`config.mk`:
```
export PLATFORM = sky130hd
export DESIGN_NAME = kamus_mem
export DESIGN_NICKNAME = d
export VERILOG_FILES = /design/src/rtl/kamus_mem.sv
export SDC_FILE = /design/constraint.sdc
export NUM_CORES = 1
export LEC_CHECK = 0
export BUFFER_PORTS_ARGS = -buffer_cell sky130_fd_sc_hd__buf_2
export CAP_MARGIN = 20
export CORE_ASPECT_RATIO = 0.8
export CORE_UTILIZATION = 30
export DETAILED_ROUTE_END_ITERATION = 10
export GPL_TIMING_DRIVEN = 0
export SLEW_MARGIN = 20
export SYNTH_ARGS = -nofsm -noshare
export SYNTH_HDL_FRONTEND = slang
export SYNTH_SLANG_ARGS = --single-unit
```
`constraint.sdc`:
```
create_clock -name clk_i -period 5.3 [get_ports clk_i]
set_input_delay 0.265 -clock clk_i [delete_from_list [all_inputs] [get_ports clk_i]]
set_output_delay 0.265 -clock clk_i [all_outputs]
set_load 0.02 [all_outputs]
```
`src/rtl/kamus_mem.sv`:
```
// rtl/kamus_mem.sv - kamus memory-access stage: L1D request/grant/rvalid, store lanes, load extend.
// Optional KAMUS_MISALIGN_TRAP_EN: misaligned half/word accesses trap instead of reaching L1D.
module kamus_mem (
   input  logic        clk_i,
   input  logic        rst_i,
   input  logic        valid_i,
   output logic        ready_o,
   input  logic [5:0]  operation_i,
   input  logic [31:0] ex_i,
   input  logic [31:0] rs2_data_i,
   input  logic [4:0]  rd_addr_i,
   input  logic        l1d_wr_en_i,
   input  logic        regfile_wr_en_i,
   input  logic [1:0]  wb_mux_sel_i,
   output logic        l1d_req_o,
   output logic        l1d_we_o,
   output logic [31:0] l1d_addr_o,
   output logic [3:0]  l1d_be_o,
   output logic [31:0] l1d_wdata_o,
   input  logic        l1d_gnt_i,
   input  logic        l1d_rvalid_i,
   input  logic [31:0] l1d_rdata_i,
   output logic        valid_o,
   output logic [31:0] ex_o,
   output logic [31:0] load_data_o,
   output logic [4:0]  rd_addr_o,
   output logic        regfile_wr_en_o,
   output logic [1:0]  wb_mux_sel_o,
   output logic        misaligned_o
);

   localparam logic [5:0] OP_LB  = 6'd1;
   localparam logic [5:0] OP_LBU = 6'd2;
   localparam logic [5:0] OP_LH  = 6'd3;
   localparam logic [5:0] OP_LHU = 6'd4;
   localparam logic [5:0] OP_LW  = 6'd5;
   localparam logic [5:0] OP_SB  = 6'd6;
   localparam logic [5:0] OP_SH  = 6'd7;

   typedef enum logic [1:0] {IDLE, REQ, WAIT, DONE} state_t;

   state_t      state_q, state_d;
   logic [5:0]  op_q, op_d;
   logic [31:0] ex_q, ex_d, rs2_q, rs2_d;
   logic [4:0]  rd_q, rd_d;
   logic        st_q, st_d, rf_q, rf_d;
   logic [1:0]  sel_q, sel_d;

   logic        req_q, req_d, we_q, we_d;
   logic [31:0] addr_q, addr_d, wdata_q, wdata_d;
   logic [3:0]  be_q, be_d;

   logic        valid_q, valid_d, wb_rf_q, wb_rf_d, mis_q, mis_d;
   logic [31:0] wb_ex_q, wb_ex_d, ld_q, ld_d;
   logic [4:0]  wb_rd_q, wb_rd_d;
   logic [1:0]  wb_sel_q, wb_sel_d;

   logic [5:0]  cur_op;
   logic [31:0] cur_ex, cur_rs2, shifted, ext;
   logic [4:0]  cur_rd;
   logic        cur_st, cur_rf;
   logic [1:0]  cur_sel, a;
   logic [15:0] half_v;
   logic [3:0]  be_n;
   logic [31:0] wdata_n;
   logic        is_load, is_byte, is_half, is_mem, mis, done;

   always_comb begin
      // In IDLE the instruction being accepted is still on the inputs.
      cur_op  = (state_q == IDLE) ? operation_i     : op_q;
      cur_ex  = (state_q == IDLE) ? ex_i            : ex_q;
      cur_rs2 = (state_q == IDLE) ? rs2_data_i      : rs2_q;
      cur_rd  = (state_q == IDLE) ? rd_addr_i       : rd_q;
      cur_st  = (state_q == IDLE) ? l1d_wr_en_i     : st_q;
      cur_rf  = (state_q == IDLE) ? regfile_wr_en_i : rf_q;
      cur_sel = (state_q == IDLE) ? wb_mux_sel_i    : sel_q;
      a       = cur_ex[1:0];

      is_load = (cur_op == OP_LB) || (cur_op == OP_LBU) || (cur_op == OP_LH) ||
                (cur_op == OP_LHU) || (cur_op == OP_LW);
      is_byte = (cur_op == OP_LB) || (cur_op == OP_LBU) || (cur_op == OP_SB);
      is_half = (cur_op == OP_LH) || (cur_op == OP_LHU) || (cur_op == OP_SH);
      is_mem  = is_load || cur_st;
`ifdef KAMUS_MISALIGN_TRAP_EN
      mis = is_mem && ((is_half && a[0]) || (!is_byte && !is_half && (a != 2'b00)));
`else
      mis = 1'b0;
`endif

      be_n    = 4'b1111;
      wdata_n = cur_rs2;
      if (cur_st && is_byte) begin
         be_n    = 4'b0001 << a;
         wdata_n = {4{cur_rs2[7:0]}};
      end else if (cur_st && is_half) begin
         be_n    = a[1] ? 4'b1100 : 4'b0011;
         wdata_n = {2{cur_rs2[15:0]}};
      end

      shifted = l1d_rdata_i >> {a, 3'b000};
      half_v  = a[1] ? l1d_rdata_i[31:16] : l1d_rdata_i[15:0];
      case (cur_op)
         OP_LB:   ext = {{24{shifted[7]}}, shifted[7:0]};
         OP_LBU:  ext = {24'd0, shifted[7:0]};
         OP_LH:   ext = {{16{half_v[15]}}, half_v};
         OP_LHU:  ext = {16'd0, half_v};
         default: ext = l1d_rdata_i;
      endcase

      state_d = state_q;
      op_d = op_q; ex_d = ex_q; rs2_d = rs2_q; rd_d = rd_q;
      st_d = st_q; rf_d = rf_q; sel_d = sel_q;
      req_d = req_q; we_d = we_q; addr_d = addr_q; be_d = be_q; wdata_d = wdata_q;
      wb_ex_d = wb_ex_q; ld_d = ld_q; wb_rd_d = wb_rd_q;
      wb_rf_d = wb_rf_q; wb_sel_d = wb_sel_q; mis_d = mis_q;
      done = 1'b0;

      case (state_q)
         IDLE: begin
            if (valid_i) begin
               op_d = operation_i; ex_d = ex_i; rs2_d = rs2_data_i; rd_d = rd_addr_i;
               st_d = l1d_wr_en_i; rf_d = regfile_wr_en_i; sel_d = wb_mux_sel_i;
               if (is_mem && !mis) begin
                  state_d = REQ;
                  req_d   = 1'b1;
                  we_d    = cur_st;
                  addr_d  = {cur_ex[31:2], 2'b00};
                  be_d    = be_n;
                  wdata_d = wdata_n;
               end else begin
                  state_d = DONE;
                  done    = 1'b1;
               end
            end
         end
         REQ: begin
            // rvalid arriving alongside the grant belongs to no access and is dropped.
            if (l1d_gnt_i) begin
               req_d = 1'b0;
               if (cur_st) begin
                  state_d = DONE;
                  done    = 1'b1;
               end else begin
                  state_d = WAIT;
               end
            end
         end
         WAIT: begin
            if (l1d_rvalid_i) begin
               state_d = DONE;
               done    = 1'b1;
            end
         end
         default: state_d = IDLE;
      endcase

      valid_d = done;
      if (done) begin
         wb_ex_d  = cur_ex;
         ld_d     = (state_q == WAIT) ? ext : 32'd0;
         wb_rd_d  = cur_rd;
         wb_rf_d  = cur_rf && !mis;
         wb_sel_d = cur_sel;
         mis_d    = mis;
      end
   end

   always_ff @(posedge clk_i or posedge rst_i) begin
      if (rst_i) begin
         state_q <= IDLE;
         op_q <= 6'd0; ex_q <= 32'd0; rs2_q <= 32'd0; rd_q <= 5'd0;
         st_q <= 1'b0; rf_q <= 1'b0; sel_q <= 2'd0;
         req_q <= 1'b0; we_q <= 1'b0; addr_q <= 32'd0; be_q <= 4'd0; wdata_q <= 32'd0;
         valid_q <= 1'b0; wb_ex_q <= 32'd0; ld_q <= 32'd0; wb_rd_q <= 5'd0;
         wb_rf_q <= 1'b0; wb_sel_q <= 2'd0; mis_q <= 1'b0;
      end else begin
         state_q <= state_d;
         op_q <= op_d; ex_q <= ex_d; rs2_q <= rs2_d; rd_q <= rd_d;
         st_q <= st_d; rf_q <= rf_d; sel_q <= sel_d;
         req_q <= req_d; we_q <= we_d; addr_q <= addr_d; be_q <= be_d; wdata_q <= wdata_d;
         valid_q <= valid_d; wb_ex_q <= wb_ex_d; ld_q <= ld_d; wb_rd_q <= wb_rd_d;
         wb_rf_q <= wb_rf_d; wb_sel_q <= wb_sel_d; mis_q <= mis_d;
      end
   end

   assign ready_o         = (state_q == IDLE) && !rst_i;
   assign l1d_req_o       = req_q;
   assign l1d_we_o        = we_q;
   assign l1d_addr_o      = addr_q;
   assign l1d_be_o        = be_q;
   assign l1d_wdata_o     = wdata_q;
   assign valid_o         = valid_q;
   assign ex_o            = wb_ex_q;
   assign load_data_o     = ld_q;
   assign rd_addr_o       = wb_rd_q;
   assign regfile_wr_en_o = wb_rf_q;
   assign wb_mux_sel_o    = wb_sel_q;
   assign misaligned_o    = mis_q;

endmodule

```
; ---- Word-level counts from Yosys, hierarchy flattened
; Cells that the tools add are included.
[totals]
regBits = 190
inputBits = 116
output_inout_bits = 145
word_cells = 81
[op_classes]
reduce_logical = 18
n_eq_ne = 13
shifts = 2
n_mux = 30
[op_table]
columns = op, count
row1 = 2-to-1 mux 32 bit, 4
row2 = one-hot mux 32 bit (4 select lines), 1
row3 = >> shifter 32 x 5 -> 8 bit, 1
row4 = equality test 6 x 3 -> 1 bit (second input constant), 4
row5 = 2-to-1 mux 16 bit, 1
row6 = equality test 6 x 2 -> 1 bit (second input constant), 2
row7 = 2-to-1 mux 4 bit, 3
row8 = 2-to-1 mux 1 bit, 11
row9 = 2-to-1 mux 2 bit, 5
row10 = logical OR 1 bit, 8
row11 = != test 2 bit (second input constant), 4
row12 = equality test 6 x 1 -> 1 bit (second input constant), 1
row13 = 2-to-1 mux 6 bit, 1
row14 = one-hot mux 2 bit (3 select lines), 1
row15 = AND reduction 3 bit, 2
row16 = 2-to-1 mux 5 bit, 1
row17 = AND reduction 4 bit, 1
row18 = left shift 1 x 2 -> 4 bit (first input constant), 1
row19 = logical AND 1 bit, 3
row20 = one-hot mux 1 bit (3 select lines), 1
row21 = equality test 2 x 1 -> 1 bit (second input constant), 1
row22 = equality test 2 bit (second input constant), 1
row23 = logical NOT 2 bit, 1
row24 = one-hot mux 1 bit (2 select lines), 1
row25 = other kinds (3), 3

; ---- Logic depth before layout (Yosys ltp)
; Gate-level depths: netlist of the first run.
[depth]
depth_word = 11
depth_mapped = 13
depth_no_buf = 9

; ---- Worst setup path before layout of the first run
; OpenSTA, ideal clock, no wires.
[synth_timing]
path_kind = register to register
start = register state_q[0]
end = register addr_q[26], in the netlist l1d_addr_o[26]
synth_period_minus_slack_ns = 2.490
setup_time_ns = 0.125
slack_ns = 2.810
arrival_ns = 2.365
t_required_ns = 5.175
stages_incl_launch_ff = 12
n_path_buf = 4
cell_sequence = dfrtp_1 -> inv_1 -> ha_1 -> buf_6 -> buf_12 -> mux2i_4 -> nand3_1 -> a31o_2 -> nand3_1 -> buf_2 -> buf_2 -> mux2_2
[synth_via]
elab_chain_cells = 9
elab_cells_between_ends = 15
classes_between = 5 x eq/ne / 3 x mux / 7 x reduce/logical
[synth_lines]
columns = item, line_no
row1 = from (decl), 42  ; state_t state_q, state_d;
row2 = from (signal assigned), 177  ; state_q <= state_d;
row3 = logical NOT 2 bit (*), --
row4 = 2-to-1 mux 6 bit, 70  ; cur_op = (state_q == IDLE) ? operation_i : op_q;
row5 = equality test 6 x 1 -> 1 bit / equality test 6 x 2 -> 1 bit (equally long branches), 79  ; is_load = (cur_op == OP_LB) || (cur_op == OP_LBU) || (cur_op == OP_LH) ||
row6 = logical OR 1 bit (3 in series), 79
row7 = logical OR 1 bit, 80  ; (cur_op == OP_LHU) || (cur_op == OP_LW);
row8 = logical OR 1 bit, 83  ; is_mem = is_load || cur_st;
row9 = AND reduction 3 bit (no line), --
row10 = to (signal assigned), 173  ; req_q <= 1'b0; we_q <= 1'b0; addr_q <= 32'd0; be_q <= 4'd0; wdata_q <= 32'd0;
row11 = to (signal assigned), 180  ; req_q <= req_d; we_q <= we_d; addr_q <= addr_d; be_q <= be_d; wdata_q <= wdata_d;
row12 = to (decl), 50  ; logic [31:0] addr_q, addr_d, wdata_q, wdata_d;
; Every way passes the cells marked *; elsewhere a longest branch is shown, timed or not.
; A chain may end at the register's enable or synchronous reset.

; ---- Final worst setup path of the first run
[layout_timing]
start = register state_q[1]
end = register addr_q[27], in the netlist l1d_addr_o[27]
; Same word-level chain as after synthesis.

==> results by group, run 1 <==
Place
  – RD Place Congestion: 0.849
  – Placed Area: 0.0107 mm²
  – Placed cells: 1420
  – Port bufs: ~260
  – Hpwl dp: just over 20000 µm

Run status
  – Violated checks: DRC
  – Status: finished, violations left

Clock network
  – Postcts setup bufs: 0
  – Clk pin slew, worst setup/hold paths: 0.08 ns
  – Clk sinks: 190
  – Worst-skew pair later-pin latency: 0.44 ns
  – # resized after CTS: 0
  – CTS Buffer Depth: 2
  – H-tree Lvls: 4
  – Num CTS Buffers: 17
  – Root Driver: clkbuf_16
  – Hold-fix buffers, CTS: 1
  – CTS tree: built

Finish
  – Most common cell after layout, fill and taps aside: buf_2
  – Layout Cells excl Fill: 1455
  – Area Overhead vs Synth: 28.4%
  – Post-layout utilization of the core: 0.396
  – Most frequent cells in the layout: buf_2, dfrtp_1, nand2_1
  – Layout cells sized above 1: 0.399
  – Final instance area: 0.0113 mm²
  – # nets final: 1190

Drt
  – # DRC: 18
  – Pre-antenna DRT Iters: 8
  – 1st-iter DRT viols: between 400 and 500
  – Wire per inst: ~19 µm
  – Final wirelength: 27500 µm
  – Routed Antenna Nets: 0
  – DR vias: 7236
  – Drt via density: 4.97

Timing
  – Minimum clock period: 3.13 ns
  – Final Cycle Share: 0.591
  – Slew margin rel.: 0.377
  – Fmax: 0.319 GHz
  – RSZ-0062 raised after global routing: false
  – Slew Limit Fails: 0
  – Worst slew pin tran: 0.908 ns
  – Clock skew: 0.0110 ns
  – Final Hold Viols: 0
  – Fin Setup TNS: 0 ns
  – Final setup violation count: 0
  – Final hold slack: 0.0606 ns

Die
  – Num rows: 55
  – Core area: 0.0286 mm²
  – Die area: around 0.03 mm²
  – IO Pins: 261
  – Starting Density: 0.308
  – Die height: around 160 µm
  – Die width: between 150 and 200 µm

Critical path
  – WP data required: between 5 and 6 ns
  – Critical Path Start: state_q[1]
  – CP Capture Type: flip-flop
  – CP Class: flip-flop to flip-flop
  – Worst-path fanout max: 10
  – CP Launch Type: flip-flop
  – R2R Path Start: state_q[1]
  – Crit path DAT: 3.46 ns

Yosys
  – Yosys cell types: 56
  – YS warnings: 0
  – Post-Syn Area: 0.00880 mm²
  – Synthesis-stage register bit count: 190
  – Synth area leader: dfrtp_1
  – Register area share after synthesis: 0.540
  – Synth Instances: 785
  – Share of the synthesized area in the top cell type: 0.540
  – Synth top area cells: dfrtp_1, mux2_2, mux2i_1
  – Avg Cell Area, Syn: 11.2 µm²

Hold path
  – Min-Delay Path Class: input pin to flip-flop
  – Critical hold path startpoint: rd_addr_i[3]

GRT
  – Initial antenna violation count: 5
  – First-pass GRT wire length: 42600 µm
  – Vias in the first global route: between 7000 and 8000
  – GRT Residual Overflow: 0
  – Gr usage total: 0.186
  – Largest net degree at the start of global routing: 33

Pwr
  – Pleak: 5.40 nW
  – Power density over cell area: just under 700 mW/mm²
  – Worst IR drop on VDD: 0.335 mV

Flow run
  – Max-cap violations: 0
worst max-delay path, cell delays in order, from the launching register on:
cell and delay [ns]:
dfrtp_1 0.42, inv_1 0.10, ha_1 0.16, buf_6 0.17, buf_12 0.16, mux2i_4 0.26, nand3_1 0.11, a31o_2 0.30
nand3_1 0.25, buf_2 0.35, buf_2 0.37, mux2_2 0.37
synthesized netlist by cell type, drive strengths merged:
cell type / instances
dfrtp: 190
nand2: 127
o21ai: 115
mux2: 89
mux2i: 64
nor2: 31
buf: 29
clkbuf: 20
o22ai: 15
a21oi: 11
o22a: 9
inv: 7
nand3: 7
nor3: 7
o31ai: 7
a221oi: 5
a211oi: 4
ha: 4
o211ai: 4
o2bb2ai: 4
a21o: 3
a22o: 3
nor4: 3
or2: 3
a31oi: 2
a32o: 2
a32oi: 2
nand2b: 2
o41ai: 2
or3: 2
xor2: 2
a21boi: 1
a222oi: 1
a31o: 1
and2: 1
and3: 1
conb: 1
mux4: 1
nor4b: 1
o221ai: 1
o311ai: 1
registers in the layout, indices dropped and copies added (netlist names):
signal,flops
l1d_addr_o,30
regfile_wr_en_o,1
rf_q,1
l1d_req_o,1
rd_q,5
op_q,6
st_q,1
ex_q,32
valid_o,1
sel_q,2
state_q,2
l1d_wdata_o,32
wb_mux_sel_o,2
ex_o,32
l1d_we_o,1
l1d_be_o,4
rd_addr_o,5
load_data_o,32
path summary, 6_finish.rpt:
check / end / slack, ns / cells past startpoint
worst max-delay path: l1d_addr_o[27] / 2.17 / 11
worst min-delay path: rd_q[3] / 0.06 / 2
worst max register to register: l1d_addr_o[27] / 2.17 / 11
worst min register to register: ex_o[22] / 0.48 / 2
max in group asynchronous: load_data_o[17] / 3.81 / 6
min in group asynchronous: l1d_addr_o[30] / 0.44 / 3
through the flow:
stage	total power, W	setup WS, ns
finish	0.00772	2.17
global route	0.00826	1.97
CTS	0.00780	2.09
detailed placement	0.00645	2.11
global placement	0.00635	1.17
floorplan	0.00513	2.59
final cells by class:
class                      instances  area, µm²
fill                            2840      17300
sequential                       190       4750
multi-input combinational        541       3760
timing repair buffer             264       1420
tap                              370        463
clock buffer                      18        439
buffer                            49        277
clock inverter                    14        148
inverter                           7       32.5
antenna                            2       5.00
report_power, final:
part | switching (W) | internal [W] | total [W]
clock network | 0.000643 | 0.000679 | 0.00132
registers | 0.000376 | 0.00215 | 0.00253
logic | 0.00239 | 0.00148 | 0.00387
total | 0.00341 | 0.00431 | 0.00772
cells by family (layout without fill, tap and decap cells):
family,after synthesis,count (layout),share of synthesized area
buf+inv,56,352,0.0347
simple gates,185,185,0.0889
xor+xnor,2,2,0.00199
other cells,1,5,0.000426
flops,190,190,0.540
fa+ha+maj,4,4,0.00569
mux,154,154,0.194
compound gates,193,193,0.134
per-layer routing:
metal | wire length (µm) | track usage | vias up
li1 | - | - | 3377
met1 | 12800 | 0.252 | 3601
met2 | 12400 | 0.291 | 226
met3 | 1950 | 0.0553 | 26
met4 | 265 | 0.0457 | 6
met5 | 35 | 0 | -
Note: power is estimated with default switching activity, not from simulation.
==> inputs of run 2 (changes only) <==
==> constraint.sdc (replaced) <==
create_clock -name clk_i -period 2.8 [get_ports clk_i]
set_input_delay 0.14 -clock clk_i [delete_from_list [all_inputs] [get_ports clk_i]]
set_output_delay 0.14 -clock clk_i [all_outputs]
set_load 0.02 [all_outputs]
==> results by group, run 2 (synthesis results as in run 1) <==
Place
  – Hpwl dp: between 20000 and 25000 µm
  – Placed cells: approximately 1400
  – Placed Area: 0.0107 mm²
  – RD Place Congestion: 0.849
  – Port bufs: roughly 260

Critical path
  – Crit-path cells: inv_1, ha_1, buf_6, buf_12, mux2i_4, nand3_1, a31o_4, o22a_1, buf_6, inv_6, buf_4, o21ai_0, o21ai_0
  – Worst-path fanout max: 10
  – CP Launch Type: flip-flop
  – WP data required: roughly 3.2 ns
  – Critical Path Stages: 13
  – CP Capture Type: flip-flop
  – Max incr delay on CP: 0.42 ns
  – CP max stage cell: dfrtp_1
  – Crit path DAT: around 3.0 ns
  – Crit path buffers/inverters: 6
  – Reg2Reg Depth: 13
  – CP Class: flip-flop to flip-flop
  – Top delay family on crit path: buffers and inverters

Drt
  – Pre-antenna DRT Iters: 11
  – Drt via density: slightly below 5
  – 1st-iter DRT viols: about 500
  – DR vias: 7473
  – # DRC: 18
  – Routed Antenna Nets: 0
  – Wire per inst: 18.5 µm
  – Final wirelength: 28000 µm

Die
  – Starting Density: 0.308
  – Die width: 193 µm
  – Num rows: 55
  – Die height: 155 µm
  – Core area: 0.0286 mm²
  – Die area: 0.0300 mm²
  – IO Pins: around 260

GRT
  – Gr usage total: 0.189
  – First-pass GRT wire length: 43600 µm
  – Largest net degree at the start of global routing: 33
  – Vias in the first global route: 7634
  – GRT Residual Overflow: 0
  – Initial antenna violation count: 0

Clock network
  – CTS Buffer Depth: 2
  – Clk sinks: 190
  – H-tree Lvls: 4
  – Root Driver: clkbuf_16
  – CTS tree: built
  – Worst-skew pair later-pin latency: between 0.4 and 0.5 ns
  – Num CTS Buffers: 17
  – Clk pin slew, worst setup/hold paths: 0.08 ns

Pwr
  – Power density over cell area: 1250 mW/mm²
  – Pleak: 5.74 nW
  – Pwr Total: 0.0150 W
  – Worst IR drop on VDD: 0.631 mV

Timing
  – Worst slew pin tran: 0.903 ns
  – Minimum clock period: between 2 and 3 ns
  – Final setup violation count: 0
  – Fmax: between 0.3 and 0.4 GHz
  – Final Cycle Share: 0.956
  – Final Hold Viols: 0
  – Clock skew: 0.0125 ns
  – Slew margin rel.: 0.398
  – Slew Limit Fails: 0
  – Fin Setup TNS: 0 ns

Finish
  – Storage cell area: about 0.0048 mm²
  – Most common cell after layout, fill and taps aside: buf_2
  – Area taken by multi-input logic gates: 0.00387 mm²
  – Area Overhead vs Synth: 37.1%
  – Number of diodes: 0
  – Layout Cells excl Fill: 1518
  – Filler cells: 2774
  – Layout cells sized above 1: 0.405
  – Final instance area: roughly 0.012 mm²
  – # nets final: 1255
  – Most frequent cells in the layout: buf_2, dfrtp_1, nand2_1
  – Post-layout utilization of the core: 0.422

Flow run
  – Max-cap violations: 0

Run status
  – Violated checks: DRC
  – Status: finished, violations left

Hold path
  – Hold Path Cell Cnt: 3
  – Min-Delay Path Class: input pin to flip-flop
==> run 2: cell count changes in the layout (fill, tap and decap cells not counted), moves of 2 or more <==
cell,delta
buf_4,+11
dlygate4sd3_1,+54
a21oi_4,+2
o31ai_1,-3
o21ai_0,-11
clkbuf_2,+11
o21ai_1,+11
buf_6,+2
clkbuf_1,-9
diode_2,-2
mux2i_4,+2
o31ai_2,+3
nand3_1,-2
buf_1,-3
==> run 2: final cells by class <==
class / instances / area share
flip-flops and latches: 190 / 0.394
multi-input cells: 541 / 0.321
repair buffers: 329 / 0.170
well taps: 370 / 0.0384
clock buffers: 18 / 0.0364
plain buffers: 49 / 0.0252
clock inverters: 14 / 0.0122
inverters: 7 / 0.00290
==> run 2: path summary, 6_finish.rpt <==
check                              start              end  slack, ns
hold / removal             rs2_data_i[8]   l1d_wdata_o[8]       0.01
max in group asynchronous          rst_i  load_data_o[22]       1.44
hold reg to reg                 ex_o[20]         ex_o[20]       0.48
min in group asynchronous          rst_i   l1d_addr_o[30]       0.31
setup reg to reg              state_q[1]  load_data_o[30]       0.12
setup / recovery              state_q[1]  load_data_o[30]       0.12
==> run 2: timing repair <==
item	in CTS	in global routing
pin swaps	0	6
hold endpoints to repair	117	0
gates cloned	0	0
setup endpoints to repair	106	90
resized for setup	23	29
hold buffers	55	0
setup buffers	2	9
==> run 2: through the flow <==
stage / setup slack [ns] / hold slack, ns
floorplan: 0.212 / 0.290
global placement: -1.21 / 0.390
detailed placement: -0.391 / 0.255
CTS: -0.00371 / 0.000302
global route: -0.0171 / 0.00721
finish: 0.124 / 0.0136
==> run 2: tightest hold or removal path, delay by kind of cell <==
kind / cells / cell delay [ns]
AO/OA/AOI/OAI: 1 / 0.13
buffers and inverters: 1 / 0.09
multiplexers: 1 / 0.07
==> run 2: metal layers <==
metal,global-route usage,share of wire,vias to the layer above
li1,-,-,3506
met1,0.255,0.47,3716
met4,0.0442,0.0092,0
met2,0.303,0.46,232
met5,0,0,-
met3,0.0516,0.065,19
==> run 2: power breakdown <==
part / switching, W / leakage, nW / internal (W)
Combinational: 0.00469 / 3.12 / 0.00306
Sequential: 0.000719 / 2.34 / 0.00407
Clock: 0.00121 / 0.279 / 0.00128
